$ cat src/rtl/nrs_pkg.sv
// Shared constants, FSM state type and c_init helper for the NB-IoT NRS generator.
package nrs_pkg;

  localparam int NC            = 1600;
  localparam int M_PRIME_FIRST = 109;
  localparam int NID_MAX       = 503;
  localparam int NS_MAX        = 19;
  localparam int L_MAX         = 6;
  localparam int WARM_STEPS    = NC + 2 * M_PRIME_FIRST;

  localparam logic signed [15:0] NRS_POS = 16'sh05A8;
  localparam logic signed [15:0] NRS_NEG = 16'shFA58;

  typedef enum logic [1:0] {
    ST_IDLE,
    ST_LOAD,
    ST_WARM,
    ST_EMIT
  } nrs_state_e;

  // c_init = 2^10 * (7*(ns+1)+l+1) * (2*nid+1) + 2*nid + 1, fits in 31 bits for legal inputs
  function automatic logic [30:0] calc_c_init(input logic [8:0] nid,
                                              input logic [4:0] ns,
                                              input logic [2:0] l);
    logic [30:0] sym;
    logic [30:0] cid;
    sym = 31'd7 * ({26'd0, ns} + 31'd1) + {28'd0, l} + 31'd1;
    cid = {21'd0, nid, 1'b1};
    return ((sym * cid) << 10) + cid;
  endfunction

endpackage

$ cat src/rtl/gold_seq_gen.sv
// Length-31 Gold sequence generator: two LFSRs and the output XOR, one step per adv.
module gold_seq_gen (
  input  logic        clk,
  input  logic        rst,
  input  logic        load,
  input  logic        adv,
  input  logic [30:0] c_init,
  output logic        c_bit
);

  // bit i of each register holds x(n+i); the new bit enters at the top
  logic [30:0] x1;
  logic [30:0] x2;

  always_ff @(posedge clk or posedge rst) begin
    if (rst) begin
      x1 <= 31'd0;
      x2 <= 31'd0;
    end else if (load) begin
      x1 <= 31'h1;
      x2 <= c_init;
    end else if (adv) begin
      x1 <= {x1[3] ^ x1[0], x1[30:1]};
      x2 <= {x2[3] ^ x2[2] ^ x2[1] ^ x2[0], x2[30:1]};
    end
  end

  assign c_bit = x1[0] ^ x2[0];

endmodule

$ cat src/rtl/nrs_seq_gen.sv
// NB-IoT NRS pair generator: warms the Gold sequence to c(218), then emits pairs m'=109 and 110.
module nrs_seq_gen
  import nrs_pkg::*;
(
  input  logic               clk,
  input  logic               rst,
  input  logic               start,
  input  logic [8:0]         n_cell_id,
  input  logic [4:0]         ns,
  input  logic [2:0]         l,
  output logic               nrs_r,
  output logic               nrs_i,
  output logic signed [15:0] nrs_r_val,
  output logic signed [15:0] nrs_i_val,
  output logic               nrs_valid,
  output logic               busy,
  output logic               done,
  output logic               err,
  output nrs_state_e         state_dbg
);

  // Handshake: start is a one-cycle request sampled only in IDLE; nrs_valid is a
  // one-cycle qualifier for nrs_r/nrs_i/nrs_*_val with no backpressure.

  localparam logic [10:0] WARM_LAST = 11'(WARM_STEPS - 1);

  nrs_state_e  state, next_state;
  logic [10:0] cnt;
  logic [8:0]  nid_q;
  logic [4:0]  ns_q;
  logic [2:0]  l_q;
  logic        load, adv, legal, accept;
  logic [30:0] c_init;
  logic        c_bit;
  logic        even_bit;
  logic [1:0]  pair_q;
  logic        pair_rdy, pair_last;

  assign legal  = (n_cell_id <= 9'(NID_MAX)) && (ns <= 5'(NS_MAX)) && (l <= 3'(L_MAX));
  assign accept = (state == ST_IDLE) && start && legal;
  assign c_init = calc_c_init(nid_q, ns_q, l_q);
  assign state_dbg = state;

  gold_seq_gen u_gold (
    .clk    (clk),
    .rst    (rst),
    .load   (load),
    .adv    (adv),
    .c_init (c_init),
    .c_bit  (c_bit)
  );

  always_ff @(posedge clk or posedge rst) begin
    if (rst) state <= ST_IDLE;
    else     state <= next_state;
  end

  always_comb begin
    next_state = state;
    load       = 1'b0;
    adv        = 1'b0;
    case (state)
      ST_IDLE: if (accept) next_state = ST_LOAD;
      ST_LOAD: begin
        load       = 1'b1;
        next_state = ST_WARM;
      end
      ST_WARM: begin
        adv = 1'b1;
        if (cnt == WARM_LAST) next_state = ST_EMIT;
      end
      ST_EMIT: begin
        adv = 1'b1;
        if (cnt == 11'd3) next_state = ST_IDLE;
      end
      default: next_state = ST_IDLE;
    endcase
  end

  // Control, step counter and the even/odd pair capture during EMIT
  always_ff @(posedge clk or posedge rst) begin
    if (rst) begin
      cnt       <= 11'd0;
      nid_q     <= 9'd0;
      ns_q      <= 5'd0;
      l_q       <= 3'd0;
      busy      <= 1'b0;
      err       <= 1'b0;
      even_bit  <= 1'b0;
      pair_q    <= 2'b00;
      pair_rdy  <= 1'b0;
      pair_last <= 1'b0;
    end else begin
      err  <= (state == ST_IDLE) && start && !legal;
      busy <= (next_state != ST_IDLE);
      if (accept) begin
        nid_q <= n_cell_id;
        ns_q  <= ns;
        l_q   <= l;
      end
      case (state)
        ST_WARM: cnt <= (cnt == WARM_LAST) ? 11'd0 : cnt + 11'd1;
        ST_EMIT: cnt <= cnt + 11'd1;
        default: cnt <= 11'd0;
      endcase
      pair_rdy <= 1'b0;
      if (state == ST_EMIT) begin
        if (!cnt[0]) begin
          even_bit <= c_bit;
        end else begin
          pair_q    <= {even_bit, c_bit};
          pair_rdy  <= 1'b1;
          pair_last <= cnt[1];
        end
      end
    end
  end

  // Output register stage: values held between valid pulses
  always_ff @(posedge clk or posedge rst) begin
    if (rst) begin
      nrs_valid <= 1'b0;
      done      <= 1'b0;
      nrs_r     <= 1'b0;
      nrs_i     <= 1'b0;
      nrs_r_val <= 16'sh0000;
      nrs_i_val <= 16'sh0000;
    end else begin
      nrs_valid <= pair_rdy;
      done      <= pair_rdy && pair_last;
      if (pair_rdy) begin
        nrs_r     <= pair_q[1];
        nrs_i     <= pair_q[0];
        nrs_r_val <= pair_q[1] ? NRS_NEG : NRS_POS;
        nrs_i_val <= pair_q[0] ? NRS_NEG : NRS_POS;
      end
    end
  end

endmodule
$ cat config.mk
export PLATFORM = sky130hd
export DESIGN_NAME = nrs_seq_gen
export DESIGN_NICKNAME = d
export VERILOG_FILES = /design/src/rtl/nrs_pkg.sv /design/src/rtl/gold_seq_gen.sv /design/src/rtl/nrs_seq_gen.sv
export SDC_FILE = /design/constraint.sdc
export NUM_CORES = 1
export LEC_CHECK = 0
export CAP_MARGIN = 5
export CORE_MARGIN = 10
export CORE_UTILIZATION = 56
export CTS_BUF_LIST = sky130_fd_sc_hd__clkbuf_8
export DETAILED_ROUTE_END_ITERATION = 10
export PLACE_DENSITY = 0.85
export SYNTH_ARGS = -nofsm -noshare
export SYNTH_HDL_FRONTEND = slang
export SYNTH_SLANG_ARGS = --single-unit
$ cat constraint.sdc
create_clock -name clk -period 8 [get_ports clk]
set_clock_uncertainty 0.1 [all_clocks]
set_input_delay 1.2 -clock clk [delete_from_list [all_inputs] [get_ports clk]]
set_output_delay 1.2 -clock clk [all_outputs]
set_load 0.01 [all_outputs]
==> results.cfg, run 1 <==
[power_and_ir_drop]
p_total_uw = 875
leakage_nw = 4.60
vdd_drop_max_v = 0.0000883
power.density_nw_per_um2 = 94.0

[clock_tree]
cts_root_buffer = clkbuf_8
cts.clk_slew.worst_paths_ps = 100
cts.path.max_buffers = 2
cts-hold-fix-buffers = 0
worstSkewPairLatency_ps = 390
htreeDepth = 3
clock-sinks = 106
cts_made_buffers = 9
cts_tree = built

[routing]
via_per_inst = 5.66
antenna_left = 0
drt-total-wl_um = 17600
vias = 6168
drt_iter0_markers = 465
first_pass_iters = 5
routed_wire_length_per_instance_um = 16.2
drc_errors = 0

[logic_synthesis]
yosysSeqAreaShare_pct = 31.2
avgSynthCellArea_um2 = 9.67
yosys_warnings = 0
synthArstFlopShare_pct = 100
ys_types = 54
synth_top_family_by_area = adder cells
synth_edf_count = 0
synth-xor-area-share_pct = 4.52
syn_inst = 879
synth_area_um2 = 8500
synth_seq_cells = 106
synth_mux_area_share_pct = 5.01
synth_compound_area_share_pct = 10.5
synth_simple_gate_area_share_pct = 14.7
synthAdderAreaFrac_pct = 26.9
synthFlopType = dfrtp_1

[setup_path]
cp_slowest_cell = fa_1
crit_start = ns_q[0]
path_class = reg -> reg
r2r-start = ns_q[0]
crit_fanout = 6
crit_buf_inv = 3
cp_top_family = adder cells
rrSetupSlack_ps = 240
cp.required_ps = 8170
cp-end-kind = register
crit_top_cell = fa_1
critPathMaxStageDelay_ps = 560
cp-start-kind = register
cp.arrival_ps = 7930

[sta]
post-route-period-util_pct = 97.0
fmax_mhz = 129
hold_violations = 0
setup_tns_ps = 0
holdWs_ps = 371
setup_violations = 0
slew_headroom_pct = 35.8
fin_crit_ps = 7760
slew_violations = 0
worst-slew-pin-transition_ps = 962
setup_slack_ps = 244

[min_path]
min_path_type = reg -> reg
holdCritStartpoint = pair_q[1]

[floorplanning]
die_area_um2 = 20500
fp-row-count = 44
io-pin-count = 60
core_region_area_um2 = 14700
die_x_um = 143
die_h_um = 143
start_util_pct = 57.8

[run]
maxCapViolCount = 0

[global_routing]
grt_pass1_vias = 6190
grt_pass1_wl_um = 29600
grt_usage_pct = 17.6
antenna_found_initial = 0
overflow = 0
grt_max_degree = 92

[finish]
final_cell_mix = nand2_1, dfrtp_1, ha_1
drive_above_1_share_pct = 8.07
fin_nets = 1063
diodes = 0
syn_to_final_growth_pct = 9.51
layout_commonest_cell = nand2_1

[place]
place_congestion = 0.933
io_buffers = 53
pre_cts_slack_ps = 127
dp.final_hpwl_um = 13200

[outcome]
status = completed
synth_stat cells (all sizes together) (2+ instances only):
| cell type | n | area (um2) |
|---|---|---|
| o21a | 3 | 22.5 |
| dfrtp | 106 | 2650 |
| or4 | 2 | 15.0 |
| o21ai | 83 | 419 |
| a21oi | 25 | 129 |
| xnor2 | 27 | 244 |
| fa | 65 | 1300 |
| nor2 | 33 | 126 |
| clkbuf | 30 | 113 |
| nand2 | 141 | 529 |
| mux2 | 20 | 225 |
| nand3 | 12 | 60.1 |
| a22oi | 6 | 45.0 |
| nor3 | 5 | 25.0 |
| o221ai | 2 | 23.8 |
| a211oi | 6 | 60.1 |
| o22ai | 2 | 12.5 |
| or3 | 4 | 30.0 |
| nand4 | 3 | 18.8 |
| nor4 | 2 | 12.5 |
| nor2b | 5 | 31.3 |
| mux2i | 20 | 200 |
| a21o | 7 | 52.6 |
| o21bai | 6 | 48.8 |
| buf | 35 | 257 |
| and2 | 55 | 344 |
| xor2 | 16 | 140 |
| nand2b | 2 | 12.5 |
| and3 | 2 | 12.5 |
| ha | 78 | 976 |
| o211ai | 5 | 42.5 |
| inv | 62 | 233 |
repair_timing:
action,4_1_cts,5_1_grt
resized for setup,0,13
buffers inserted,0,5
setup endpoints to repair,0,10
final timing paths:
path,endpoint,cells past startpoint
max,u_gold.x2[28],27
min,nrs_r_val[10],1
max reg2reg,u_gold.x2[28],27
min reg2reg,nrs_r_val[10],1
max in group asynchronous,ns_q[0],3
min in group asynchronous,nrs_r_val[10],2
cell families (layout without fill, tap and decap cells):
logic type,Yosys count,count (layout)
AOI/OAI and AO/OA,147,147
xor gates and xnor gates,43,43
adders and majority gates,144,144
buffers and inverters,128,149
DFF,106,106
muxes,40,40
other,1,6
and+or+nand+nor,270,270
stage by stage:
step                      util (%)  cell area (um2)  instances
after floorplan                  -             8520        884
after global placement        61.3             9000       1068
after detailed placement      61.3             9000       1068
after CTS                     62.5             9180       1084
after global routing          63.3             9310       1089
final                         63.3             9310       1089
where the power goes:
| part | internal, mW | switching [mW] |
|---|---|---|
| clock | 0.116 | 0.199 |
| sequential | 0.535 | 0 |
| combinational | 0.00913 | 0.0150 |
state kept, by name, indices dropped and copies added, names as in the netlist:
name       flops
busy           1
nid_q          9
cnt           11
pair_q         2
done           1
state_dbg      2
nrs_i_val      2
err            1
nrs_r_val      3
l_q            3
nrs_valid      1
ns_q           5
pair_rdy       1
u_gold.x1     31
pair_last      1
u_gold.x2     31
even_bit       1
final cells by class:
| cell class | instances | area [um2] |
|---|---|---|
| clock buffer | 9 | 124 |
| clock inverter | 7 | 53.8 |
| fill | 1156 | 5390 |
| inverter | 63 | 239 |
| multi-input combinational | 650 | 5330 |
| sequential | 106 | 2660 |
| tap | 184 | 230 |
| timing repair buffer | 70 | 671 |
layer usage:
| metal | vias up | share of wire, % | routed length (um) | global-route usage [%] |
|---|---|---|---|---|
| met5 | - | 0 | 0 | 0 |
| met4 | 0 | 1.9 | 327 | 6.03 |
| met3 | 28 | 6.3 | 1110 | 3.91 |
| met2 | 201 | 48 | 8550 | 29.2 |
| met1 | 3033 | 43 | 7640 | 22.3 |
| li1 | 2906 | - | - | - |
Note: power is estimated with default switching activity, not from simulation.
==> inputs of run 2 (changes only) <==
PLACE_DENSITY = 0.8   (was 0.85)
==> run 2 against run 1 <==
Effect of this change:
- sequential power is essentially flat
- register-to-register slack gained 110 ps
- via count shrank 2.6%
- die area is the same
- combinational power shrank 2%
- routed wire length shrank 2.6%
- non-clock buffer count shrank 2
- global-route usage shrank 0.19 points
- total power grew 0.46%
- clock power grew 2%
- worst setup slack gained 110 ps
- critical path depth is the same
==> results.cfg, run 2 (same netlist as run 1, synthesis figures left out) <==
[floorplanning]
io-pin-count = 60
die_area_um2 = 20500
core_region_area_um2 = 14700
start_util_pct = 57.8
fp-row-count = 44
die_x_um = 143
die_h_um = 143

[routing]
routed_wire_length_per_instance_um = 15.8
via_per_inst = 5.53
drc_errors = 0
antenna_left = 0
drt_iter0_markers = 332
vias = 6006
first_pass_iters = 5
drt-total-wl_um = 17200

[finish]
multi_input_area_um2 = 5290
fin_nets = 1061
finish.utilization_pct = 62.9
drive_above_1_share_pct = 7.31
regArea_um2 = 2660
fillers = 1212
layout_commonest_cell = nand2_1
design_area_um2 = 9250
diodes = 0
largestRegisters = u_gold.x1 (31), u_gold.x2 (31), cnt (11)
final_cell_mix = nand2_1, dfrtp_1, ha_1
syn_to_final_growth_pct = 8.79

[setup_path]
cp.arrival_ps = 7820
crit_top_cell = fa_1
cp_slowest_cell = fa_1
crit_fanout = 6
crit_start = ns_q[0]
path_class = reg -> reg
cp-end-kind = register
cp-start-kind = register
rr_worst_depth = 27
r2r-start = ns_q[0]
endpoint = u_gold.x2[30]
cp.required_ps = 8180
rrSetupSlack_ps = 360
r2r_end = u_gold.x2[30]
critPathMaxStageDelay_ps = 580

[sta]
holdWs_ps = 379
rsz0062_at_grt = no
post-route-period-util_pct = 95.5
fin_crit_ps = 7640
slew_violations = 0
worst-slew-pin-transition_ps = 1020
fmax_mhz = 131
setup_tns_ps = 0
slew_headroom_pct = 32.0
setup_violations = 0
hold_violations = 0

[clock_tree]
htreeDepth = 3
cts.clk_slew.worst_paths_ps = 100
cts_root_buffer = clkbuf_8
worstSkewPairLatency_ps = 400
clock-sinks = 106
cts_tree = built
cts.path.max_buffers = 2
cts_made_buffers = 9
cts-hold-fix-buffers = 0

[power_and_ir_drop]
vdd_drop_max_v = 0.000124
leakage_nw = 4.58
power.density_nw_per_um2 = 95.0

[min_path]
min_path_type = reg -> reg

[global_routing]
grt_pass1_vias = 5995
grt_pass1_wl_um = 29200
overflow = 0
grt_usage_pct = 17.4
grt_max_degree = 89
antenna_found_initial = 0

[outcome]
status = completed

[place]
post_dp_cell_area_um2 = 9020
io_buffers = 53
dp.final_hpwl_um = 13100
place_congestion = 0.884

[run]
maxCapViolCount = 0
run 2: worst min path at each step:
stage                          endpoint  slack (ps)  cells after the start          start
after detailed placement  u_gold.x1[27]         360                      2  u_gold.x1[28]
final                     nrs_r_val[10]         380                      1      pair_q[1]
after global placement    nrs_i_val[10]         360                      1      pair_q[0]
after CTS                 nrs_r_val[10]         390                      1      pair_q[1]
after floorplan               nrs_valid         250                      0       pair_rdy
after global routing      nrs_r_val[10]         410                      1      pair_q[1]
run 2: area by class of cell:
| cell class | instances | share of cell area [%] |
|---|---|---|
| multi-input combinational | 650 | 57.2 |
| sequential | 106 | 28.7 |
| timing repair buffer | 68 | 6.96 |
| inverter | 63 | 2.58 |
| tap | 184 | 2.49 |
| clock buffer | 10 | 1.49 |
| clock inverter | 6 | 0.568 |
run 2: power breakdown:
part | leakage [nW] | internal, mW | switching (mW)
clock | 0.0931 | 0.125 | 0.195
sequential | 1.38 | 0.535 | 0
combinational | 3.10 | 0.00911 | 0.0147
total | 4.58 | 0.669 | 0.209
run 2: timing repair:
action	4_1_cts	5_1_grt
gates resized for setup	0	6
buffers inserted	0	1
endpoints found under the setup margin	0	10
run 2: metal layers:
layer | share of wire [%] | track usage (%)
met3 | 4.9 | 3.55
met5 | 0 | 0
met1 | 45 | 22.9
met2 | 48 | 28.7
met4 | 1.1 | 4.72
run 2: stage by stage:
step                      instances  worst slack, ps  total power, mW
after floorplan                 884              335            0.558
after global placement         1070              351            0.571
after detailed placement       1070              102            0.571
after CTS                      1086             55.2            0.892
after global routing           1087             3.55            0.915
final                          1087              357            0.879
run 2: worst max-delay path: cells and delay by family, from the launching register on:
family,cells,cell delay (ps)
AO/OA/AOI/OAI,9,1370
XOR/XNOR,4,650
adder cells (fa/ha/maj),9,4170
flip-flops,1,460
buffers and inverters,3,240
AND/OR/NAND/NOR,2,520
==> patch (settings of run 2) <==
Reset style: synchronous (`rst`), changed in 4 clocked blocks.
--- a/src/rtl/gold_seq_gen.sv
+++ b/src/rtl/gold_seq_gen.sv
@@ -12,7 +12,7 @@
   logic [30:0] x1;
   logic [30:0] x2;
 
-  always_ff @(posedge clk or posedge rst) begin
+  always_ff @(posedge clk) begin
     if (rst) begin
       x1 <= 31'd0;
       x2 <= 31'd0;
--- a/src/rtl/nrs_seq_gen.sv
+++ b/src/rtl/nrs_seq_gen.sv
@@ -50,7 +50,7 @@
     .c_bit  (c_bit)
   );
 
-  always_ff @(posedge clk or posedge rst) begin
+  always_ff @(posedge clk) begin
     if (rst) state <= ST_IDLE;
     else     state <= next_state;
   end
@@ -78,7 +78,7 @@
   end
 
   // Control, step counter and the even/odd pair capture during EMIT
-  always_ff @(posedge clk or posedge rst) begin
+  always_ff @(posedge clk) begin
     if (rst) begin
       cnt       <= 11'd0;
       nid_q     <= 9'd0;
@@ -117,7 +117,7 @@
   end
 
   // Output register stage: values held between valid pulses
-  always_ff @(posedge clk or posedge rst) begin
+  always_ff @(posedge clk) begin
     if (rst) begin
       nrs_valid <= 1'b0;
       done      <= 1'b0;
Formal check against the unedited RTL: differs if rst is asserted again (counterexample within 4 cycles, from zero or initial values and one cycle with rst high); with rst held inactive, the same outputs for 10 cycles.
==> patch against run 2 <==
Routed wire length rose by 3.2%; area after synthesis decreased by 0.35%; sequential cell count unchanged; worst setup slack got worse by 0.047 ns; final area grew 0.39%.
Power is not compared: it rests on default switching activity, and its combinational part moved more than twofold at a synthesized area within 25%.
==> patch: results <==
placed_design:
  detailed_place_hpwl_um: 13300
  port-buffer-count: 53
  gp_routability_congestion: 0.899
  place_ws_ns: 0.00694
worst_setup_path:
  critPathMaxFanout: 10
  cp_slowest_stage_delay_ns: 0.56
  crit_path_top_delay_cell: "sky130_fd_sc_hd__fa_1"
  cp.arrival_ns: 7.85
global_routing:
  grt_max_degree: 77
  via_count_of_the_first_global_routing_pass: 6117
  wire_length_of_the_first_global_routing_pass_um: 29600
  global_route_usage_over_all_layers_pct: 17.7
  grt_antenna_before_repair: 0
yosys:
  seq_total_area_yosys_pct: 25.1
  share_of_async_settable_or_async_resettable_flops_after_synthesis_pct: 0
  synth-warning-count: 0
  synth_top_flop_cell: "sky130_fd_sc_hd__dfxtp_1"
  synth_top_cells_by_area: "sky130_fd_sc_hd__dfxtp_1 25%, sky130_fd_sc_hd__fa_1 15%, sky130_fd_sc_hd__ha_1 12%"
  netlist-cell-type-count: 55
  yosys-top-cells-count: "140 x sky130_fd_sc_hd__nor2_1, 106 x sky130_fd_sc_hd__dfxtp_1, 78 x sky130_fd_sc_hd__ha_1, 74 x sky130_fd_sc_hd__inv_1, 74 x sky130_fd_sc_hd__mux2i_1"
power:
  switching_power_uw: 499
  vdd.ir_drop.worst_mv: 0.111
  p_leak_uw: 0.00416
cells_and_area:
  num-nets-final: 1125
  top_regs: "u_gold.x1 (31), u_gold.x2 (31), cnt (11)"
  layout-drive-gt1-share_pct: 6.20
  nFillCells: 1264
sta:
  slew_headroom_pct: 40.3
clocking:
  cts_made_buffers: 9
  clk_pin_slew_worst_paths_ns: 0.12
routing:
  route.detailed.wl_per_inst_um: 15.4
  detailedRoute.firstIterationViolations: 314
  routed-via-count: 6281
  drt-pass1-iter-count: 5
outcome:
  outcome: "completed"
patch: cell count changes after synthesis, moves of 9 or more:
| cell | before | now |
|---|---|---|
| sky130_fd_sc_hd__a21oi_1 | 24 | 53 |
| sky130_fd_sc_hd__dfxtp_1 | 0 | 106 |
| sky130_fd_sc_hd__dfrtp_1 | 106 | 0 |
| sky130_fd_sc_hd__nand2b_1 | 2 | 11 |
| sky130_fd_sc_hd__and2_1 | 55 | 46 |
| sky130_fd_sc_hd__nor2_1 | 32 | 140 |
| sky130_fd_sc_hd__nand2_1 | 141 | 64 |
| sky130_fd_sc_hd__o21ai_0 | 62 | 9 |
| sky130_fd_sc_hd__mux2_2 | 14 | 3 |
| sky130_fd_sc_hd__o21ai_1 | 20 | 0 |
| sky130_fd_sc_hd__inv_1 | 62 | 74 |
| sky130_fd_sc_hd__mux2i_1 | 20 | 74 |
patch: final timing paths:
kind                  from             to  slack (ns)  cells after the start
min reg2reg  u_gold.x2[21]  u_gold.x2[20]        0.37                      2
max                ns_q[1]  u_gold.x2[25]        0.31                     28
max reg2reg        ns_q[1]  u_gold.x2[25]        0.31                     28
min          u_gold.x2[21]  u_gold.x2[20]        0.37                      2
patch: area by class of cell:
| cell class | count | area, um2 | share of cell area (%) |
|---|---|---|---|
| multi-input cells | 704 | 5790 | 62.4 |
| inverters | 74 | 278 | 2.99 |
| clock buffers | 9 | 124 | 1.33 |
| flip-flops and latches | 106 | 2130 | 23.0 |
| clock inverters | 7 | 93.8 | 1.01 |
| well taps | 184 | 230 | 2.48 |
| repair buffers | 67 | 631 | 6.79 |
patch: kinds of logic after synthesis:
group / Yosys count / synth area share (%)
multiplexers: 77 / 9.14
other: 1 / 0.0443
adder cells (fa/ha/maj): 143 / 26.9
XOR/XNOR: 41 / 4.24
AND/OR/NAND/NOR: 316 / 17.1
AO/OA/AOI/OAI: 121 / 9.72
buffers and inverters: 146 / 7.82
flip-flops: 106 / 25.1
patch: per-stage QoR:
stage / cells / setup TNS (ns) / instance area [um2]
after floorplan: 956 / 0 / 8490
after global placement: 1135 / 0 / 8970
after detailed placement: 1135 / 0 / 8970
after CTS: 1151 / 0 / 9200
after global routing: 1151 / -0.0298 / 9280
final: 1151 / 0 / 9280
patch: per-layer routing:
metal / wire, um / GRT usage [%]
met1: 7970 / 22.5
met2: 8480 / 28.8
met3: 1010 / 4.64
met4: 274 / 5.43
met5: 0 / 0
patch: power by group through the flow:
stage / registers, uW / clock network, uW / logic [uW]
CTS: 566 / 379 / 443
global placement: 577 / 0 / 428
finish: 567 / 369 / 446
floorplan: 564 / 0 / 337
global route: 569 / 397 / 511
detailed placement: 578 / 0 / 438
patch: timing repair:
item,4_1_cts,5_1_grt
setup buffers,0,0
endpoints found under the hold margin,0,0
pin swaps,0,3
setup endpoints to repair,2,12
resized for setup,1,15
